[src/rtl/mko_pkg.sv]
// Shared MKO (1895VA2T) definitions used by the register block and the host-port scheduler.
// Channel count, index width, bus field widths and the bus-cycle state encoding.
package mko_pkg;

    localparam int unsigned MKO_NCH    = 5;
    localparam int unsigned MKO_CH_W   = 3;
    localparam int unsigned MKO_ADDR_W = 12;
    localparam int unsigned MKO_DATA_W = 16;

    typedef enum logic [2:0] {
        StIdle,
        StSetup,
        StStrobe,
        StHold,
        StDone,
        StErr
    } mko_state_e;

    // Active-low one-hot channel mask; out-of-range channels give all ones.
    function automatic logic [MKO_NCH-1:0] mko_sel_n(input logic [MKO_CH_W-1:0] ch);
        mko_sel_n = '1;
        for (int i = 0; i < int'(MKO_NCH); i++) begin
            if (ch == MKO_CH_W'(i)) begin
                mko_sel_n[i] = 1'b0;
            end
        end
    endfunction

endpackage

[src/rtl/mko_rr_arb.sv]
// Round-robin priority encoder: combinational grant, registered pointer advanced
// to winner+1 when the scheduler finishes a transaction.
module mko_rr_arb #(
    parameter  int unsigned NREQ = 2,
    localparam int unsigned IW   = $clog2(NREQ)
) (
    input  logic            CLK_32,
    input  logic            RESET_N,
    input  logic [NREQ-1:0] req,
    input  logic            adv,
    input  logic [IW-1:0]   adv_idx,
    output logic [IW-1:0]   gnt_idx,
    output logic            gnt_vld
);

    logic [IW-1:0] ptr_q, ptr_d;
    int            j;

    // Scan from farthest to nearest so the requester closest to the pointer wins.
    always_comb begin
        gnt_idx = '0;
        gnt_vld = 1'b0;
        j       = 0;
        for (int i = int'(NREQ) - 1; i >= 0; i--) begin
            j = int'(ptr_q) + i;
            if (j >= int'(NREQ)) begin
                j = j - int'(NREQ);
            end
            if (req[IW'(j)]) begin
                gnt_idx = IW'(j);
                gnt_vld = 1'b1;
            end
        end
    end

    always_comb begin
        ptr_d = ptr_q;
        if (adv) begin
            ptr_d = (adv_idx == IW'(NREQ - 1)) ? '0 : adv_idx + 1'b1;
        end
    end

    always_ff @(posedge CLK_32 or negedge RESET_N) begin
        if (!RESET_N) begin
            ptr_q <= '0;
        end else begin
            ptr_q <= ptr_d;
        end
    end

endmodule

[src/rtl/mko_bus_sched.sv]
// Shares the MKO parallel host port between NREQ local-bus requesters: round-robin grant,
// then one SELECT/RDWR/STRBD/READYD cycle on the target channel, finishing with ack or err.
module mko_bus_sched
    import mko_pkg::*;
#(
    parameter int unsigned NREQ      = 2,
    parameter int unsigned AW        = MKO_ADDR_W,
    parameter int unsigned DW        = MKO_DATA_W,
    parameter int unsigned SETUP_CYC = 2,
    parameter int unsigned HOLD_CYC  = 1,
    parameter int unsigned TMO_CYC   = 255
) (
    input  logic                   CLK_32,
    input  logic                   RESET_N,
    input  logic [NREQ-1:0]        req,
    input  logic [NREQ-1:0]        req_we,
    input  logic [3*NREQ-1:0]      req_dev,
    input  logic [AW*NREQ-1:0]     req_addr,
    input  logic [DW*NREQ-1:0]     req_wdata,
    output logic [NREQ-1:0]        ack,
    output logic [NREQ-1:0]        err,
    output logic [DW-1:0]          rdata,
    output logic                   busy,
    output logic [MKO_NCH-1:0]     MKO_SELECT_N,
    output logic [MKO_NCH-1:0]     MKO_STRBD_N,
    output logic                   MKO_RDWR_N,
    output logic [AW-1:0]          MKO_ADDR,
    output logic [DW-1:0]          MKO_DOUT,
    output logic                   MKO_DOE,
    input  logic [DW-1:0]          MKO_DIN,
    input  logic [MKO_NCH-1:0]     MKO_READYD_N
);

    localparam int unsigned IW = $clog2(NREQ);

    mko_state_e           state_q, state_d;
    logic [IW-1:0]        win_q, win_d, gnt_idx;
    logic                 gnt_vld, adv;
    logic                 we_q, we_d;
    logic [MKO_CH_W-1:0]  dev_q, dev_d;
    logic [AW-1:0]        addr_q, addr_d;
    logic [DW-1:0]        wdata_q, wdata_d;
    logic [DW-1:0]        rdata_q, rdata_d;
    logic [7:0]           cnt_q, cnt_d;
    logic [MKO_NCH-1:0]   rdy_meta_q, rdy_sync_q;
    logic                 rdy_s;
    logic [MKO_NCH-1:0]   sel_n_q, sel_n_d, strb_n_q, strb_n_d;
    logic                 rdwr_n_q, rdwr_n_d, doe_q, doe_d;

    logic [MKO_CH_W-1:0]  dev_arr   [NREQ];
    logic [AW-1:0]        addr_arr  [NREQ];
    logic [DW-1:0]        wdata_arr [NREQ];

    always_comb begin
        for (int i = 0; i < int'(NREQ); i++) begin
            dev_arr[i]   = req_dev[i*MKO_CH_W +: MKO_CH_W];
            addr_arr[i]  = req_addr[i*AW +: AW];
            wdata_arr[i] = req_wdata[i*DW +: DW];
        end
    end

    assign adv = (state_q == StDone) || (state_q == StErr);

    mko_rr_arb #(
        .NREQ(NREQ)
    ) u_arb (
        .CLK_32  (CLK_32),
        .RESET_N (RESET_N),
        .req     (req),
        .adv     (adv),
        .adv_idx (win_q),
        .gnt_idx (gnt_idx),
        .gnt_vld (gnt_vld)
    );

    assign rdy_s = (dev_q < MKO_CH_W'(MKO_NCH)) ? rdy_sync_q[dev_q] : 1'b1;

    always_comb begin
        state_d = state_q;
        win_d   = win_q;
        we_d    = we_q;
        dev_d   = dev_q;
        addr_d  = addr_q;
        wdata_d = wdata_q;
        rdata_d = rdata_q;
        cnt_d   = cnt_q;
        unique case (state_q)
            StIdle: begin
                if (gnt_vld) begin
                    win_d = gnt_idx;
                    we_d  = req_we[gnt_idx];
                    dev_d = dev_arr[gnt_idx];
                    cnt_d = '0;
                    // A bad channel goes straight to ERR without touching the bus.
                    if (dev_arr[gnt_idx] >= MKO_CH_W'(MKO_NCH)) begin
                        state_d = StErr;
                    end else begin
                        addr_d  = addr_arr[gnt_idx];
                        wdata_d = wdata_arr[gnt_idx];
                        state_d = StSetup;
                    end
                end
            end
            StSetup: begin
                if (cnt_q == 8'(SETUP_CYC - 1)) begin
                    cnt_d   = '0;
                    state_d = StStrobe;
                end else begin
                    cnt_d = cnt_q + 8'd1;
                end
            end
            StStrobe: begin
                if (!rdy_s) begin
                    if (!we_q) begin
                        rdata_d = MKO_DIN;
                    end
                    cnt_d   = '0;
                    state_d = StHold;
                end else if (cnt_q == 8'(TMO_CYC - 1)) begin
                    state_d = StErr;
                end else begin
                    cnt_d = cnt_q + 8'd1;
                end
            end
            StHold: begin
                if (cnt_q == 8'(HOLD_CYC - 1)) begin
                    state_d = StDone;
                end else begin
                    cnt_d = cnt_q + 8'd1;
                end
            end
            StDone, StErr: state_d = StIdle;
            default:       state_d = StIdle;
        endcase
    end

    // Pins are registered from the next state so they never glitch on a decode.
    always_comb begin
        sel_n_d  = '1;
        strb_n_d = '1;
        rdwr_n_d = 1'b1;
        doe_d    = 1'b0;
        if (state_d == StSetup || state_d == StStrobe || state_d == StHold) begin
            sel_n_d  = mko_sel_n(dev_d);
            rdwr_n_d = ~we_d;
            doe_d    = we_d;
        end
        if (state_d == StStrobe) begin
            strb_n_d = mko_sel_n(dev_d);
        end
    end

    always_ff @(posedge CLK_32 or negedge RESET_N) begin
        if (!RESET_N) begin
            state_q    <= StIdle;
            win_q      <= '0;
            we_q       <= 1'b0;
            dev_q      <= '0;
            addr_q     <= '0;
            wdata_q    <= '0;
            rdata_q    <= '0;
            cnt_q      <= '0;
            rdy_meta_q <= '1;
            rdy_sync_q <= '1;
            sel_n_q    <= '1;
            strb_n_q   <= '1;
            rdwr_n_q   <= 1'b1;
            doe_q      <= 1'b0;
        end else begin
            state_q    <= state_d;
            win_q      <= win_d;
            we_q       <= we_d;
            dev_q      <= dev_d;
            addr_q     <= addr_d;
            wdata_q    <= wdata_d;
            rdata_q    <= rdata_d;
            cnt_q      <= cnt_d;
            rdy_meta_q <= MKO_READYD_N;
            rdy_sync_q <= rdy_meta_q;
            sel_n_q    <= sel_n_d;
            strb_n_q   <= strb_n_d;
            rdwr_n_q   <= rdwr_n_d;
            doe_q      <= doe_d;
        end
    end

    always_comb begin
        for (int i = 0; i < int'(NREQ); i++) begin
            ack[i] = (state_q == StDone) && (win_q == IW'(i));
            err[i] = (state_q == StErr) && (win_q == IW'(i));
        end
    end

    assign busy         = (state_q != StIdle);
    assign rdata        = rdata_q;
    assign MKO_SELECT_N = sel_n_q;
    assign MKO_STRBD_N  = strb_n_q;
    assign MKO_RDWR_N   = rdwr_n_q;
    assign MKO_DOE      = doe_q;
    assign MKO_ADDR     = addr_q;
    assign MKO_DOUT     = wdata_q;

endmodule

[config.mk]
export PLATFORM = sky130hd
export DESIGN_NAME = mko_bus_sched
export DESIGN_NICKNAME = d
export VERILOG_FILES = /design/src/rtl/mko_pkg.sv /design/src/rtl/mko_rr_arb.sv /design/src/rtl/mko_bus_sched.sv
export SDC_FILE = /design/constraint.sdc
export NUM_CORES = 1
export LEC_CHECK = 0
export ABC_AREA = 1
export CAP_MARGIN = 20
export CORE_ASPECT_RATIO = 1.1
export CORE_UTILIZATION = 30
export CTS_BUF_LIST = sky130_fd_sc_hd__clkbuf_4 sky130_fd_sc_hd__clkbuf_8 sky130_fd_sc_hd__clkbuf_16
export DETAILED_ROUTE_END_ITERATION = 6
export HOLD_SLACK_MARGIN = 0.08
export PLACE_DENSITY = 0.6
export SETUP_SLACK_MARGIN = 0.05
export SLEW_MARGIN = 20
export SYNTH_ARGS = -nofsm -noshare
export SYNTH_HDL_FRONTEND = slang
export SYNTH_SLANG_ARGS = --single-unit
export TNS_END_PERCENT = 20
[constraint.sdc]
create_clock -name CLK_32 -period 2.3 [get_ports CLK_32]
set_input_delay 0.575 -clock CLK_32 [delete_from_list [all_inputs] [get_ports CLK_32]]
set_output_delay 0.575 -clock CLK_32 [all_outputs]
set_load 0.005 [all_outputs]
==> results.toml <==
[synthesis]
syn_nets = 550
avgSynthCellArea_um2 = 8.36
async_flop_share_pct = 100
synth.most_common_cell = "nand2_1"
synth_common_cells = "113 x nand2_1, 62 x dfrtp_1, 60 x nand3_1"
synth_xor_area_share_pct = 0.688
synth-adder-area-share_pct = 1.31
synthMuxAreaShare_pct = 0
yosys.area_share.simple_pct = 26.3
yosysTopAreaCellShare_pct = 40.6
ys_seq_area_share_pct = 55.1
synth_cells = 457
ys_ff_latch = 83
syn_area_mm2 = 0.00382
synth_compound_area_share_pct = 9.17
synthDistinctLibCells = 28
yosysTopAreaCell = "dfrtp_1"
synth_top_family_by_area = "simple AND/OR/NAND/NOR gates"
yosys-top-cells-area = "dfrtp_1 41%, dfstp_2 14%, nand2_1 11%"
yosys_warnings = 0
synth_edf_count = 0
synth_top_flop_cell = "dfrtp_1"

[sta]
relSlewSlack_pct = 71.3
worstMarginPinSlew_ns = 0.430
skew_ns = 0.00698
fmax_mhz = 459
rsz0062_at_grt = "true"
final-setup-viol-count = 0
layout_min_cycle_time_ns = 2.18
fin_crit_sh_pct = 94.8
maxSlewViolCount = 0
hold_viol = 0
layout_setup_ws_ns = 0.120
holdWs_ns = 0.182

[clocking]
root_buffer = "clkbuf_16"
cts.htree.levels = 3
clock_sinks = 83
clockBufferDepth = 2
cts_buffers = 9
insertion_delay_ns = 0.33
clk_pin_slew_ns = 0.06
cts_tree = "built"
ctsHoldBuffers = 0

[layout]
area_delta_synth_final_pct = 55.6
multi_input_area_mm2 = 0.00146
diodes = 0
nNetsFinal = 712
finish.instance_area_mm2 = 0.00594
seqCellArea_mm2 = 0.00210
final_cells = 778
drive_gt1_share_pct = 11.9
fillers = 1186
final_core_util_pct = 48.5

[placed_design]
pre_cts_ws_ns = -0.0549
post_dp_cell_area_mm2 = 0.00558
place_congestion = 0.880
portBuffers = 148
dp_hpwl_um = 7470
dp_cells = 761

[detailed_routing]
vias_per_cell = 4.62
drc_errors = 0
met1_length_um = 4540
firstDrtPassIters = 5
wl_per_cell_um = 13.2
route.met2.wl_um = 4920
top_layer = "met4"
drt_first_iter_violations = 171
vias = 3598
wl_met3_um = 696
final_antenna_net_count = 0
routed_wirelength_um = 10300

[worst_setup_path]
crit_start = "state_q[1]$_DFF_PN0_"
reg2reg_depth = 8
r2r_slack_ns = 0.65
crit_path_top_delay_cell = "clkdlybuf4s50_1"
crit_chain = "inv_1 -> nand3_1 -> nor2_1 -> clkdlybuf4s50_1"
arrival_ns = 1.60
endpoint = "err[0]"
cp.depth = 4
critPathTopFamily = "buffers and inverters"
reg2reg_from = "cnt_q[0]$_DFFE_PN0P_"
cp_max_fo = 5
path_class = "flip-flop to output pin"
critPathBufInv = 2
crit_required_ns = 1.73
worstSetupEndpointType = "output pin"
worstSetupStartpointType = "flip-flop"
cpPeakStageDelay_ns = 0.52
rr_endpoint = "MKO_STRBD_N[0]$_DFF_PN1_"

[worst_hold_path]
hold_class = "input port to asynchronous set/reset pin"

[power_and_ir_drop]
max-vdd-ir-drop_uv = 505
comb_power_share_pct = 43.3
clkPwrFrac_pct = 22.9
p_leak_nw = 2.71
power_density_mw_per_mm2 = 1140
switchingPower_mw = 2.29
p_sw_share_pct = 33.9
intPower_mw = 4.48
p_seq_share_pct = 33.8

[die]
pin_count = 150
initial_core_util_pct = 31.2
die_height_um = 120
die_w_um = 110
core_area_mm2 = 0.0122
die_area_mm2 = 0.0132
num_rows = 42

[grt]
grt_pass1_wl_um = 16500
grt_remaining_overflow = 0
grt_pass1_vias = 3486
antenna_found_initial = 0
grt_max_degree = 57
grtUsageTotal_pct = 16.1

[status]
status = "completed"

[job]
drv_cap = 0
## cell type report
cell class                      instances  share of cell area [%]
Clock inverter                          4                   0.905
Clock buffer                           12                    4.67
Tap cell                              154                    3.24
Timing Repair Buffer                  169                    28.0
Multi-Input combinational cell        304                    24.5
Sequential cell                        83                    35.4
Inverter                               52                    3.28
## how the worst min path moves through the flow
stage | startpoint | to | slack, ns | cells past startpoint
floorplan | RESET_N | MKO_ADDR[0]$_DFFE_PN0P_ | 0.28 | 0
global placement | rdy_meta_q[2]$_DFF_PN1_ | rdy_sync_q[2]$_DFF_PN1_ | 0.35 | 0
detailed placement | rdy_meta_q[2]$_DFF_PN1_ | rdy_sync_q[2]$_DFF_PN1_ | 0.35 | 0
CTS | RESET_N | rdata[11]$_DFFE_PN0P_ | 0.19 | 1
global route | RESET_N | rdata[2]$_DFFE_PN0P_ | 0.21 | 1
finish | RESET_N | rdata[3]$_DFFE_PN0P_ | 0.18 | 1
## power groups by stage
stage          combinational [mW]  clock [mW]  sequential [mW]
2_1_floorplan                1.33           0             2.33
3_3_place_gp                 2.90           0             2.29
3_5_place_dp                 2.93           0             2.31
4_1_cts                      2.95        1.61             2.29
5_1_grt                      3.28        1.67             2.35
6_report                     2.93        1.55             2.29
## through the flow
step / setup TNS, ns / total power [mW]
floorplan: 0 / 3.65
global placement: 0 / 5.19
detailed placement: -0.194 / 5.24
CTS: 0 / 6.85
global route: 0 / 7.30
finish: 0 / 6.77
## kinds of logic (layout without fill, tap and decap cells)
logic type | after synthesis | in the layout
AND/OR/NAND/NOR | 237 | 237
XOR/XNOR | 3 | 3
adder cells (fa/ha/maj) | 4 | 4
buffers and inverters | 70 | 237
AO/OA/AOI/OAI | 60 | 60
flip-flops | 83 | 83
## flip-flops by register name, summed over array words and instances (netlist names)
name and cells:
state_q 3, rdata 16, rdy_sync_q 5, cnt_q 8
MKO_STRBD_N 5, we_q 1, MKO_SELECT_N 5, win_q 1
rdy_meta_q 5, dev_q 3, MKO_RDWR_N 1, MKO_ADDR 12
u_arb.ptr_q 1, MKO_DOE 1, MKO_DOUT 16
## cells in the final DEF, fill, tap and decap left out, drive strengths merged
| master | instances |
|---|---|
| clkdlybuf4s50 | 145 |
| a21oi | 5 |
| ha | 4 |
| clkinv | 2 |
| bufinv | 1 |
| clkbuf | 12 |
| nand3 | 61 |
| nor3b | 1 |
| xor2 | 1 |
| nor3 | 4 |
| dfrtp | 62 |
| dlygate4sd2 | 1 |
| dlymetal6s2s | 1 |
| o21ai | 27 |
| xnor2 | 2 |
| inv | 53 |
| nor2 | 51 |
| buf | 22 |
| nor4 | 1 |
| dfstp | 21 |
| nand2 | 115 |
| nand4 | 2 |
| a31oi | 28 |
| nand3b | 2 |
## metal layers
metal / GRT usage, % / vias up
li1: - / 1801
met2: 26.7 / 95
met4: 5.25 / 0
met1: 20.2 / 1693
met5: 0 / -
met3: 4.04 / 9
## what timing repair did
| item | in CTS | in global routing |
|---|---|---|
| setup endpoints to repair | 2 | 3 |
| setup buffers | 0 | 1 |
| cloned | 0 | 0 |
| resized for setup | 3 | 5 |
No activity file was read; power rests on OpenSTA's default activity.
